==> src/rtl/hazard_stall_ctrl.sv <==
// Pipeline sequencing controller: load-use stalls, branch flushes and memory-busy freezes.
// Optional performance counters are enabled by defining HAZARD_PERF_CNT_EN.
module hazard_stall_ctrl #(
  parameter int LU_STALL_CYCLES = 1,
  parameter int FLUSH_CYCLES    = 1,
  parameter int CNT_W           = 4
) (
  input  logic        i_clk,
  input  logic        i_rst_n,
  input  logic [4:0]  i_ifid_rs1,
  input  logic [4:0]  i_ifid_rs2,
  input  logic        i_ifid_uses_rs2,
  input  logic        i_idex_mem_read,
  input  logic [4:0]  i_idex_rd,
  input  logic        i_ex_branch_taken,
  input  logic        i_mem_busy,
  output logic        o_pc_write,
  output logic        o_pc_sel,
  output logic        o_ifid_write,
  output logic        o_ifid_flush,
  output logic        o_idex_bubble
`ifdef HAZARD_PERF_CNT_EN
  ,
  output logic [31:0] o_stall_cycles,
  output logic [31:0] o_flush_events
`endif
);

  typedef enum logic [1:0] {RUN, LU_STALL, BR_FLUSH} state_t;

  localparam logic [CNT_W-1:0] LU_RELOAD = CNT_W'(LU_STALL_CYCLES - 1);
  localparam logic [CNT_W-1:0] FL_RELOAD = CNT_W'(FLUSH_CYCLES - 1);

  state_t             r_state;
  logic [CNT_W-1:0]   r_cnt;
  state_t             w_next_state;
  logic [CNT_W-1:0]   w_next_cnt;
  logic [CNT_W-1:0]   w_cnt_dec;
  logic               w_lu_hz;

  assign w_lu_hz = i_idex_mem_read && (i_idex_rd != 5'd0) &&
                   ((i_idex_rd == i_ifid_rs1) ||
                    (i_ifid_uses_rs2 && (i_idex_rd == i_ifid_rs2)));

  assign w_cnt_dec = (r_cnt != '0) ? (r_cnt - CNT_W'(1)) : '0;

  // Priority is memory freeze, then taken branch, then the current state's own work.
  always_comb begin
    w_next_state  = r_state;
    w_next_cnt    = r_cnt;
    o_pc_write    = 1'b0;
    o_pc_sel      = 1'b0;
    o_ifid_write  = 1'b0;
    o_ifid_flush  = 1'b0;
    o_idex_bubble = 1'b0;
    if (!i_rst_n) begin
      o_ifid_flush  = 1'b1;
      o_idex_bubble = 1'b1;
      w_next_state  = RUN;
      w_next_cnt    = '0;
    end else if (i_mem_busy) begin
      w_next_state = r_state;
    end else if (i_ex_branch_taken) begin
      o_pc_write    = 1'b1;
      o_pc_sel      = 1'b1;
      o_ifid_write  = 1'b1;
      o_ifid_flush  = 1'b1;
      o_idex_bubble = 1'b1;
      if (FLUSH_CYCLES > 1) begin
        w_next_state = BR_FLUSH;
        w_next_cnt   = FL_RELOAD;
      end else begin
        w_next_state = RUN;
        w_next_cnt   = '0;
      end
    end else begin
      case (r_state)
        RUN: begin
          if (w_lu_hz) begin
            o_idex_bubble = 1'b1;
            if (LU_STALL_CYCLES > 1) begin
              w_next_state = LU_STALL;
              w_next_cnt   = LU_RELOAD;
            end
          end else begin
            o_pc_write   = 1'b1;
            o_ifid_write = 1'b1;
          end
        end
        LU_STALL: begin
          o_idex_bubble = 1'b1;
          w_next_cnt    = w_cnt_dec;
          if (r_cnt <= CNT_W'(1)) w_next_state = RUN;
        end
        BR_FLUSH: begin
          // IF/ID holds a squashed instruction here, so a load-use match is meaningless.
          o_pc_write   = 1'b1;
          o_ifid_write = 1'b1;
          o_ifid_flush = 1'b1;
          w_next_cnt   = w_cnt_dec;
          if (r_cnt <= CNT_W'(1)) w_next_state = RUN;
        end
        default: begin
          w_next_state = RUN;
          w_next_cnt   = '0;
        end
      endcase
    end
  end

  always_ff @(posedge i_clk or negedge i_rst_n) begin
    if (!i_rst_n) begin
      r_state <= RUN;
      r_cnt   <= '0;
    end else begin
      r_state <= w_next_state;
      r_cnt   <= w_next_cnt;
    end
  end

`ifdef HAZARD_PERF_CNT_EN
  logic [31:0] r_stall_cycles;
  logic [31:0] r_flush_events;

  // Both counters saturate rather than wrap.
  always_ff @(posedge i_clk or negedge i_rst_n) begin
    if (!i_rst_n) begin
      r_stall_cycles <= '0;
      r_flush_events <= '0;
    end else begin
      if (!o_pc_write && (r_stall_cycles != 32'hFFFF_FFFF))
        r_stall_cycles <= r_stall_cycles + 32'd1;
      if (o_pc_sel && (r_flush_events != 32'hFFFF_FFFF))
        r_flush_events <= r_flush_events + 32'd1;
    end
  end

  assign o_stall_cycles = r_stall_cycles;
  assign o_flush_events = r_flush_events;
`endif

endmodule

==> config.mk <==
export PLATFORM = sky130hd
export DESIGN_NAME = hazard_stall_ctrl
export DESIGN_NICKNAME = d
export VERILOG_FILES = /design/src/rtl/hazard_stall_ctrl.sv
export SDC_FILE = /design/constraint.sdc
export NUM_CORES = 1
export LEC_CHECK = 0
export ABC_AREA = 1
export CAP_MARGIN = 15
export CORE_AREA = 2 2 39 41
export DETAILED_ROUTE_END_ITERATION = 12
export DIE_AREA = 0 0 41 43
export PLACE_DENSITY_LB_ADDON = 0.2
export SKIP_LAST_GASP = 1
export SLEW_MARGIN = 10
export SYNTH_ARGS = -nofsm -noshare
export SYNTH_HDL_FRONTEND = slang
export SYNTH_SLANG_ARGS = --single-unit
==> constraint.sdc <==
create_clock -name i_clk -period 0.9 [get_ports i_clk]
set_input_delay 0.09 -clock i_clk [delete_from_list [all_inputs] [get_ports i_clk]]
set_output_delay 0.09 -clock i_clk [all_outputs]
set_load 0.01 [all_outputs]
==> results of run 1 <==
==> repair_timing <==
action	4_1_cts	5_1_grt
gates resized for setup	97	20
pin swaps	28	18
endpoints found under the setup margin	5	3
==> power by group through the flow <==
stage	Sequential [W]	Combinational [W]	Clock, W
after floorplan	0	0.0000880	0
after global placement	0	0.000222	0
after detailed placement	0	0.000223	0
after CTS	0	0.000188	0
after global routing	0	0.000235	0
final	0	0.000213	0
==> metrics by stage <==
step                setup slack [ns]  power [W]  utilization
finish                       -0.0659   0.000213        0.373
global placement              -0.923   0.000222        0.382
detailed placement            -0.920   0.000223        0.382
floorplan                     0.0381  0.0000880            -
global route                  -0.159   0.000235        0.373
CTS                           -0.103   0.000188        0.335
==> synthesized netlist by cell type <==
cell,n,area (µm²)
nor2_1,10,37.5
a21oi_1,1,5.00
inv_1,16,60.1
nand3_1,4,20.0
xnor2_1,1,8.76
nand2_1,29,109
buf_4,1,7.51
nand2_2,1,6.26
o21ai_0,1,5.00
inv_2,2,7.51
==> worst min-delay path: stages <==
cell and delay, ns:
dlygate4sd2_1 0.23, a21oi_2 0.06, inv_1 0.04, buf_2 0.12
==> how the worst max path moves through the flow <==
| stage | to | slack (ns) | cells past startpoint |
|---|---|---|---|
| final | o_ifid_write | -0.07 | 11 |
| after CTS | o_ifid_write | -0.10 | 10 |
| after global placement | o_ifid_write | -0.92 | 9 |
| after detailed placement | o_idex_bubble | -0.92 | 10 |
| after global routing | o_ifid_write | -0.16 | 11 |
| after floorplan | o_pc_write | 0.04 | 10 |
==> cell usage in the layout (no fill, tap or decap), types with 2 or more instances in the layout <==
cell / instances
buf_2: 11
buf_6: 7
buf_8: 2
dlygate4sd2_1: 4
inv_1: 10
inv_2: 6
inv_4: 2
nand2_1: 24
nand2_2: 6
nand3_1: 4
nor2_1: 7
nor2_2: 3
==> metal layers <==
| metal | share of wire | global-route usage | wire length [µm] | vias to the layer above |
|---|---|---|---|---|
| met5 | 0 | 0 | 0 | - |
| met4 | 0 | 0 | 0 | 0 |
| met3 | 0.048 | 0 | 35 | 0 |
| met2 | 0.52 | 0.159 | 377 | 9 |
| met1 | 0.43 | 0.101 | 316 | 158 |
| li1 | - | - | - | 235 |
==> cells by family (layout without fill, tap and decap cells) <==
family / count (synthesis) / after routing / share of synthesized area
buffers and inverters: 19 / 43 / 0.282
and+or+nand+nor: 44 / 44 / 0.648
AOI/OAI and AO/OA: 2 / 2 / 0.0375
xor gates and xnor gates: 1 / 1 / 0.0329
==> final cells by class <==
cell class                      count  area [µm²]
Fill cell                         169         867
Multi-Input combinational cell     47         215
Timing Repair Buffer               25         209
Inverter                           18        72.6
Tap cell                           16        20.0
==> summary.txt, run 1 <==
Total Nets Final: 113
Port Buf Inserts: 25
Pre-antenna DRT Iters: 3
CP startpoint: i_idex_rd[4]
combinational power share: 1.000
ANT nets after route: 0
outcome: finished, violations left
Warnings, synthesis: 0
Post-Layout Inst Area: 517 µm²
hold_buf cts: 0
antenna diode count: 0
sequential area share after synthesis: 0
Clock buffer cells: 0
flip-flop and latch count: 0
final setup vio count: 3
syn_area_per_cell: 4.04 µm²
Distinct cells, synth: 10
Initial Util: 0.193
mapped cell area: 267 µm²
row count: 14
initial antenna violation count: 0
WL final: 728 µm
Worst Max-Slew Pin Slew: 0.140 ns
Hold Path Class: input port to output pin
Vias: 402
drt drc: 0
vias in the first global route: 312
Synth Net Count: 87
core area: 1380 µm²
Gate Count Post-Synth: 66
Period Utilization, post-route: 1.07
power density over the cells: 412 nW/µm²
I/O pins: 26
Sum Neg Setup Slack: -0.151 ns
fraction of layout instances using a drive strength above 1: 0.422
cell family with most CP delay: simple AND/OR/NAND/NOR gates
sequential share of power: 0
hpwl dp: 649 µm
leakage power: 0.336 nW
sw frac: 0.466
max_cap viols: 0
internal power: 0.000114 W
NetSw: 0.0000993 W
CP endpoint kind: output pin
peak fanout along the critical path: 4
FF+latch area: 0 µm²
Post-CTS Setup Bufs: 0
failing checks: setup timing
Hold EP: o_ifid_flush
vias per cell: 3.79
hold_sp: i_ex_branch_taken
Final GP Congestion: 0.693
slowest stage delay, CP: 0.14 ns
startpoint class of the critical path: input port
IR drop worst, VDD: 124 µV
DP Cell Count: 106
final worst slack: -0.0659 ns
global-route wire length before repair: 1100 µm
First DRT Iteration DRCs: 3
hold depth: 4
relative slew slack: 0.906
DP Area: 529 µm²
critical-path cell list: buf_8, inv_4, nand2_1, nand2_1, nor2_1, nand3_1, nand2_1, nand2_1, nand2_1, nand2_1, buf_2
die area: 1760 µm²
WL/cell: 6.87 µm
max frequency: 1040 MHz
Hold WS: 0.630 ns
P&R area growth vs syn: 93.9%
Die Wd: 41 µm
Slew Limit Fails: 0
non-filler cells, final: 106
GR Util All Layers: 0.0829
Worst Path Buf+Inv: 3
Clk pwr share: 0
worst setup path category: input port to output pin
Hold Violations, Final: 0
crit path time final: 0.966 ns
Worst EP arrival: 0.88 ns
RSZ-0062 raised after global routing: true
pin count of the biggest net entering global routing: 5
final global-route overflow total: 0
CP required: 0.81 ns
DIE HEIGHT: 43 µm
most used cell, CP: nand2_1
cell with the largest stage delay on the worst path: buf_2
No activity file was read; power rests on OpenSTA's default activity.
==> run 2: changes to the inputs <==
Settings changed: CAP_MARGIN 15 to 40, PLACE_DENSITY_LB_ADDON 0.2 to 0.25.
==> summary.txt, run 2 (synthesis results as in run 1) <==
outcome: finished, violations left
failing checks: setup timing
I/O pins: 26
Die Wd: 41 µm
non-filler cells, final: 107
max_cap viols: 0
row count: 14
Sum Neg Setup Slack: -0.0965 ns
commonest non-fill, non-tap cell in the layout: nand2_1
GR Util All Layers: 0.102
First DRT Iteration DRCs: 10
Hold Violations, Final: 0
flip-flop and latch count: 0
ANT nets after route: 0
Post-CTS Setup Bufs: 0
fraction of layout instances using a drive strength above 1: 0.440
met1 Usage GRT: 0.123
Slew Limit Fails: 0
hold_buf cts: 0
Final GP Congestion: 0.739
max frequency: 1050 MHz
Hold Path Class: input port to output pin
WL/cell: 7.56 µm
Worst EP arrival: 0.86 ns
Initial Util: 0.193
CP endpoint kind: output pin
Period Utilization, post-route: 1.05
filler instances: 166
final worst slack: -0.0480 ns
antenna diode count: 0
area of the multi-input gates: 223 µm²
vias in the first global route: 377
vias per cell: 4.03
Worst Max-Slew Pin Slew: 0.135 ns
RSZ-0062 raised after global routing: true
global-route wire length before repair: 1360 µm
P&R area growth vs syn: 107%
DIE HEIGHT: 43 µm
IR drop worst, VDD: 123 µV
Vias: 431
pin count of the biggest net entering global routing: 5
Port Buf Inserts: 25
power density over the cells: 420 nW/µm²
Most Used Layer, Global Route: met2
final global-route overflow total: 0
relative slew slack: 0.909
hpwl dp: 703 µm
Total Nets Final: 114
core area: 1380 µm²
DP Cell Count: 107
Clock buffer cells: 0
M3 GR Usage: 0
Pre-antenna DRT Iters: 4
total power draw: 0.000232 W
final setup vio count: 3
leakage power: 0.354 nW
met2 usage: 0.197
initial antenna violation count: 0
FF+latch area: 0 µm²
final core utilization: 0.399
WL final: 809 µm
startpoint class of the critical path: input port
hold depth: 4
CP required: 0.81 ns
most frequent cells in the layout: nand2_1 (25), inv_1 (9), buf_2 (9)
crit path time final: 0.948 ns
worst setup path category: input port to output pin
die area: 1760 µm²
drt drc: 0
peak fanout along the critical path: 4
## run 2: cell type report
cell class	count	area share
Multi-Input combinational cell	47	0.404
Tap cell	16	0.0363
Inverter	18	0.132
Timing Repair Buffer	26	0.429
## run 2: layer usage
metal / part of all wire / up-vias
met1: 0.40 / 184
met3: 0.077 / 0
met2: 0.52 / 11
met4: 0 / 0
met5: 0 / -
li1: - / 236
## run 2: final timing paths
kind,startpoint,endpoint,slack (ns)
worst max-delay path,i_idex_rd[3],o_ifid_write,-0.05
worst min-delay path,i_ex_branch_taken,o_ifid_flush,0.63
## run 2: per-stage QoR
stage                     instance area (µm²)  setup WS, ns  hold slack (ns)
final                                     552       -0.0480            0.626
after global routing                      552        -0.155            0.652
after CTS                                 489       -0.0809            0.632
after detailed placement                  537        -0.936             1.20
after global placement                    537        -0.946             1.19
after floorplan                           267        0.0381            0.299
## run 2: power by group
group / switching, W / internal [W] / leakage [nW]
sequential: 0 / 0 / 0
combinational: 0.000104 / 0.000128 / 0.354
clock: 0 / 0 / 0
total: 0.000104 / 0.000128 / 0.354
## run 2: worst max-delay path: stages
cell and delay (ns):
buf_12 0.11, nor2_4 0.09, nand3_1 0.07, o21ai_1 0.13, inv_1 0.06, nand2_1 0.06
nand2_1 0.04, nand2_1 0.06, buf_2 0.13
## run 2: timing repair
action,in CTS,in global routing
endpoints found under the setup margin,5,3
resized for setup,105,21
pin swaps,29,26
endpoints found under the hold margin,0,0
